File: src/rtl/spi_pkg.sv
// rtl/spi_pkg.sv - shared SPI state encoding, default modes and clog2 helper
package spi_pkg;

  typedef logic [2:0] spi_state_t;

  // Word-engine FSM encoding, kept as plain 3-bit constants for older tools
  localparam spi_state_t ST_IDLE  = 3'd0;
  localparam spi_state_t ST_SETUP = 3'd1;
  localparam spi_state_t ST_XFER  = 3'd2;
  localparam spi_state_t ST_HOLD  = 3'd3;
  localparam spi_state_t ST_DONE  = 3'd4;

  // Default bus mode shared with the SCLK generator and edge detector
  localparam bit DEF_CPOL = 1'b0;
  localparam bit DEF_CPHA = 1'b1;

  // Smallest r such that 2**r >= value
  function automatic int clog2(input int value);
    int r;
    r = 0;
    while ((1 << r) < value) begin
      r = r + 1;
    end
    return r;
  endfunction

endpackage

File: src/rtl/spi_shift_reg.sv
// rtl/spi_shift_reg.sv - parallel-load transmit shifter and serial-in receive shifter
module spi_shift_reg
  import spi_pkg::*;
#(
  parameter int DATA_W    = 8,
  parameter bit MSB_FIRST = 1'b1
) (
  input  logic              i_clk,
  input  logic              i_rst,
  input  logic              i_load,
  input  logic [DATA_W-1:0] i_load_data,
  input  logic              i_shift,
  input  logic              i_sample,
  input  logic              i_sin,
  output logic              o_sout,
  output logic [DATA_W-1:0] o_rx_word
);

  logic [DATA_W-1:0] r_tx;
  logic [DATA_W-1:0] r_rx;

  // Transmit register: load a new word, then move the next bit to the active end
  always_ff @(posedge i_clk or posedge i_rst) begin
    if (i_rst) begin
      r_tx <= '0;
    end else if (i_load) begin
      r_tx <= i_load_data;
    end else if (i_shift) begin
      if (MSB_FIRST) begin
        r_tx <= {r_tx[DATA_W-2:0], 1'b0};
      end else begin
        r_tx <= {1'b0, r_tx[DATA_W-1:1]};
      end
    end
  end

  // Receive register: cleared on load so a word never mixes with the previous one
  always_ff @(posedge i_clk or posedge i_rst) begin
    if (i_rst) begin
      r_rx <= '0;
    end else if (i_load) begin
      r_rx <= '0;
    end else if (i_sample) begin
      if (MSB_FIRST) begin
        r_rx <= {r_rx[DATA_W-2:0], i_sin};
      end else begin
        r_rx <= {i_sin, r_rx[DATA_W-1:1]};
      end
    end
  end

  assign o_sout    = MSB_FIRST ? r_tx[DATA_W-1] : r_tx[0];
  assign o_rx_word = r_rx;

endmodule

File: src/rtl/spi_xfer_ctrl.sv
// rtl/spi_xfer_ctrl.sv - SPI master word engine: chip select timing, bit counting, host handshake
module spi_xfer_ctrl
  import spi_pkg::*;
#(
  parameter int DATA_W    = 8,
  parameter bit CPHA      = DEF_CPHA,
  parameter bit MSB_FIRST = 1'b1,
  parameter int CS_SETUP  = 2,
  parameter int CS_HOLD   = 2
) (
  input  logic              i_clk,
  input  logic              i_rst,
  input  logic              i_start,
  input  logic [DATA_W-1:0] i_tx_data,
  input  logic              i_sampl_en,
  input  logic              i_shift_en,
  input  logic              i_miso,
  output logic              o_mosi,
  output logic              o_cs_n,
  output logic              o_sclk_run,
  output logic              o_busy,
  output logic              o_done,
  output logic [DATA_W-1:0] o_rx_data
);

  localparam int BCW     = clog2(DATA_W + 1);
  localparam int CNT_MAX = (CS_SETUP > CS_HOLD) ? CS_SETUP : CS_HOLD;
  localparam int CW      = clog2(CNT_MAX + 1);

  localparam logic [BCW-1:0] BIT_LAST   = BCW'(DATA_W - 1);
  localparam logic [CW-1:0]  SETUP_LAST = CW'(CS_SETUP - 1);
  localparam logic [CW-1:0]  HOLD_LAST  = CW'(CS_HOLD - 1);

  spi_state_t        r_state;
  logic [BCW-1:0]    r_bit_cnt;
  logic [CW-1:0]     r_cnt;
  logic              r_first_shift;
  logic              r_cs_n;
  logic              r_sclk_run;
  logic              r_busy;
  logic              r_done;
  logic [DATA_W-1:0] r_rx_data;

  logic              w_in_xfer;
  logic              w_load;
  logic              w_sample;
  logic              w_shift;
  logic              w_sout;
  logic [DATA_W-1:0] w_rx_word;

  assign w_in_xfer = (r_state == ST_XFER);
  assign w_load    = (r_state == ST_IDLE) && i_start;
  assign w_sample  = w_in_xfer && i_sampl_en;
  // With CPHA=1 the first bit is already on the wire, so the first shift strobe only arms shifting
  assign w_shift   = w_in_xfer && i_shift_en && ((CPHA == 1'b0) || r_first_shift);

  spi_shift_reg #(
    .DATA_W    (DATA_W),
    .MSB_FIRST (MSB_FIRST)
  ) u_shift_reg (
    .i_clk       (i_clk),
    .i_rst       (i_rst),
    .i_load      (w_load),
    .i_load_data (i_tx_data),
    .i_shift     (w_shift),
    .i_sample    (w_sample),
    .i_sin       (i_miso),
    .o_sout      (w_sout),
    .o_rx_word   (w_rx_word)
  );

  // Transfer sequencer: chip-select setup, bit collection, chip-select hold, completion pulse
  always_ff @(posedge i_clk or posedge i_rst) begin
    if (i_rst) begin
      r_state       <= ST_IDLE;
      r_bit_cnt     <= '0;
      r_cnt         <= '0;
      r_first_shift <= 1'b0;
      r_cs_n        <= 1'b1;
      r_sclk_run    <= 1'b0;
      r_busy        <= 1'b0;
      r_done        <= 1'b0;
      r_rx_data     <= '0;
    end else begin
      r_done <= 1'b0;
      case (r_state)
        ST_IDLE: begin
          if (i_start) begin
            r_bit_cnt     <= '0;
            r_first_shift <= 1'b0;
            r_cnt         <= '0;
            r_cs_n        <= 1'b0;
            r_busy        <= 1'b1;
            r_state       <= ST_SETUP;
          end
        end
        ST_SETUP: begin
          if (r_cnt == SETUP_LAST) begin
            r_cnt      <= '0;
            r_sclk_run <= 1'b1;
            r_state    <= ST_XFER;
          end else begin
            r_cnt <= r_cnt + CW'(1);
          end
        end
        ST_XFER: begin
          if (i_shift_en) begin
            r_first_shift <= 1'b1;
          end
          if (i_sampl_en) begin
            r_bit_cnt <= r_bit_cnt + BCW'(1);
            if (r_bit_cnt == BIT_LAST) begin
              r_sclk_run <= 1'b0;
              r_state    <= ST_HOLD;
            end
          end
        end
        ST_HOLD: begin
          if (r_cnt == HOLD_LAST) begin
            r_cs_n  <= 1'b1;
            r_state <= ST_DONE;
          end else begin
            r_cnt <= r_cnt + CW'(1);
          end
        end
        ST_DONE: begin
          r_rx_data <= w_rx_word;
          r_done    <= 1'b1;
          r_busy    <= 1'b0;
          r_state   <= ST_IDLE;
        end
        default: begin
          r_state <= ST_IDLE;
        end
      endcase
    end
  end

  assign o_mosi     = r_cs_n ? 1'b0 : w_sout;
  assign o_cs_n     = r_cs_n;
  assign o_sclk_run = r_sclk_run;
  assign o_busy     = r_busy;
  assign o_done     = r_done;
  assign o_rx_data  = r_rx_data;

endmodule

File: config.mk
export PLATFORM = sky130hd
export DESIGN_NAME = spi_xfer_ctrl
export DESIGN_NICKNAME = d
export VERILOG_FILES = /design/src/rtl/spi_pkg.sv /design/src/rtl/spi_shift_reg.sv /design/src/rtl/spi_xfer_ctrl.sv
export SDC_FILE = /design/constraint.sdc
export NUM_CORES = 1
export LEC_CHECK = 0
export BUFFER_PORTS_ARGS = -buffer_cell sky130_fd_sc_hd__buf_2
export CAP_MARGIN = 20
export CORE_AREA = 2 2 58 60
export CTS_CLUSTER_DIAMETER = 80
export DETAILED_ROUTE_END_ITERATION = 8
export DIE_AREA = 0 0 60 62
export GPL_TIMING_DRIVEN = 0
export HOLD_SLACK_MARGIN = 0.1
export PLACE_DENSITY = 0.77
export RECOVER_POWER = 50
export SYNTH_ARGS = -nofsm -noshare
export SYNTH_HDL_FRONTEND = slang
export SYNTH_SLANG_ARGS = --single-unit
File: constraint.sdc
create_clock -name i_clk -period 3.74 [get_ports i_clk]
set_input_delay 0.561 -clock i_clk [delete_from_list [all_inputs] [get_ports i_clk]]
set_output_delay 0.561 -clock i_clk [all_outputs]
set_load 0.01 [all_outputs]
==> qor.txt <==
Relative slew margins: 22.8%
CTS HTree Levels: 2
Yosys top cell by area: dfrtp_1
Root Buffer: clkbuf_4
CP max-delay cell: dfrtp_1
cts repair resizes: 0
Worst-Margin Slew: 1.16 ns
Non-Filler Instances: 214
starting density of the core: 54.4%
CTS tree: built
Period minus WS final: 1.84 ns
number of enable flip-flop cells after synthesis: 0
Seq/Total Area, Yosys: 55.1%
most frequent cells in the layout: 37 x dfrtp_1, 28 x buf_2, 19 x mux2_2, 10 x a22o_1, 6 x inv_1
crit path capture type: flip-flop
most numerous cell on the critical path: clkbuf_1
worst skew pair latency: 0.35 ns
DP HPWL: 2.23 mm
skew final: 0.00796 ns
vias in the first global route: 1118
top cells by area, synth: dfrtp_1 54%, mux2_2 12%, a22o_1 5.1%
Post-CTS Setup Inserts: 0
Reg-to-Reg Start: r_state[0]$_DFFE_PP0P_
Mapped Area: 0.00173 sq mm
Routed Antenna Nets: 0
Ant. Diodes: 0
Worst Path Arrival: 2.08 ns
R2R setup slack: 1.90 ns
quantity of I/O buffers inserted on ports: 26
Wirelength per Cell: 14.1 um
critical path data required time: 3.98 ns
num rows: 21
cts hold-fix bufs: 0
status: finished, final reports clean
initial antenna violation count: 0
total grt overflow: 0
largest net degree at the start of global routing: 24
Core ar.: 0.00318 sq mm
layout net count: 184
die width: 60 um
Yosys warnings: 0
RSZ-0062 raised after global routing: false
Clock Path Buffers: 2
Main synth FF type: dfrtp_1
Vias/cell: 5.31
Startpoint Class: flip-flop
Peak VDD IR: 0.000363 V
most common cell after layout, fill and taps aside: dfrtp_1
Area growth, synth to finish: 15.4%
worst path cell trace: clkbuf_1 > nor3b_1 > clkbuf_1 > mux2_2
Overall Global Routing Usage: 19.6%
FF+latch area: 952 sq um
PwrDens: 719 mW/mm^2
multi-input logic area: 719 sq um
via count: 1136
CTS Buf Count: 5
max cap viols: 0
drt first pass iters: 4
Synth Net Count: 150
Filler cells: 262
Achievable Freq: 543 MHz
Worst setup endpoint: o_rx_data[0]$_DFFE_PP0P_
Sink Count: 38
Tcrit/Tclk final: 49.3%
crit-path max FO: 10
Hold Fails Final Rpt: 0
share of cells above drive strength 1: 38.1%
Reg2Reg Depth: 4
GP Congestion: 0.792
synthesized area per cell: 13.0 sq um
Critical Path Start: r_state[0]$_DFFE_PP0P_
top cell type's share of synthesized area: 53.5%
Worst Setup Path Type: reg -> reg
clock-pin slew on the worst setup and hold paths: 0.11 ns
# IOs: 27
DIE HEIGHT: 62 um
Iteration-0 DRC Markers: 62
synth unique cells: 37
FF+latch count, synth: 38
final setup violation count: 0
CP max stage delay: 0.45 ns
Final Max Tran Viols: 0
Routed WL: 3.03 mm
area of the die: 0.00372 sq mm
RR Endpoint: o_rx_data[0]$_DFFE_PP0P_
total placed cells including tap cells: 206
global-route wire length before repair: 5.18 mm
Pleak: 0.984 nW
ys async rst share: 100%
total negative slack: 0 ns
DRC: 0
Gate Count Post-Synth: 133
Hold Crit Class: in -> async
-- flip-flops by register name, indices dropped and copies added, names as in the netlist --
signal and flops:
o_done 1, o_rx_data 8, r_state 3, o_busy 1
r_cnt 2, u_shift_reg.r_tx 8, r_first_shift 1, u_shift_reg.o_rx_word 8
r_bit_cnt 4, o_cs_n 1, o_sclk_run 1
-- stage by stage --
stage               total power, mW  instance area, sq um  hold slack, ns  util [%]  worst slack, ns
global route                   1.55                  2000           0.281      62.8             1.64
global placement               1.14                  1920           0.480      60.3             1.84
detailed placement             1.18                  1940           0.490      61.2             1.81
floorplan                      1.03                  1730           0.460         -             2.05
CTS                            1.46                  2020           0.293      63.6             1.93
finish                         1.44                  2000           0.250      62.8             1.90
-- logic make-up after synthesis --
group / Yosys count / share of synthesized area [%]
AOI/OAI and AO/OA: 29 / 13.4
DFF: 38 / 55.1
and+or+nand+nor: 26 / 9.99
adders and majority gates: 3 / 2.17
buffers and inverters: 12 / 3.33
muxes: 24 / 15.6
xor gates and xnor gates: 1 / 0.507
-- how the worst min path moves through the flow --
stage	startpoint	to	slack (ns)	cells after the start
final	i_rst	u_shift_reg.r_tx[3]$_DFFE_PP0P_	0.25	2
after global routing	i_rst	o_rx_data[0]$_DFFE_PP0P_	0.28	2
after CTS	i_rst	u_shift_reg.r_tx[5]$_DFFE_PP0P_	0.29	2
after detailed placement	u_shift_reg.o_rx_word[7]$_DFFE_PP0P_	u_shift_reg.o_rx_word[7]$_DFFE_PP0P_	0.49	1
after global placement	u_shift_reg.o_rx_word[7]$_DFFE_PP0P_	u_shift_reg.o_rx_word[7]$_DFFE_PP0P_	0.48	1
after floorplan	u_shift_reg.o_rx_word[7]$_DFFE_PP0P_	u_shift_reg.o_rx_word[7]$_DFFE_PP0P_	0.46	1
-- worst max-delay path, delay by kind of cell (launching register included) --
kind	cells	cell delay, ns
multiplexers	1	0.39
flip-flops	1	0.45
AND/OR/NAND/NOR	1	0.21
buffers and inverters	2	0.68
-- Yosys cell counts, types with 3 or more instances --
cell / n
a22o_1: 10
inv_1: 6
dfrtp_1: 37
nand3_1: 3
nor3b_1: 3
a21oi_1: 5
mux2_1: 4
buf_2: 4
o21ai_0: 3
ha_1: 3
mux2_2: 19
nand2b_1: 3
nand2_1: 4
o21bai_1: 3
nor2_1: 4
-- routing by layer --
metal	share of wire, %	track usage, %	wire length (um)	vias to the layer above
met5	0	0	0	-
met1	48	25.1	1450	556
met2	48	30.4	1440	22
met3	2.7	6.83	82	7
met4	1.8	8.57	53	0
li1	-	-	-	551
-- cell type report --
cell class,count,share of cell area [%]
sequential,38,47.7
multi-input combinational,83,36.1
timing repair buffer,27,6.71
tap,46,2.88
clock inverter,3,2.01
clock buffer,5,1.88
buffer,6,1.63
inverter,6,1.13
-- report_power, final --
part | total (mW) | switching, mW | internal [mW]
clock | 0.271 | 0.133 | 0.138
combinational | 0.525 | 0.256 | 0.269
sequential | 0.639 | 0.0956 | 0.543
(Power assumes the default switching activity.)
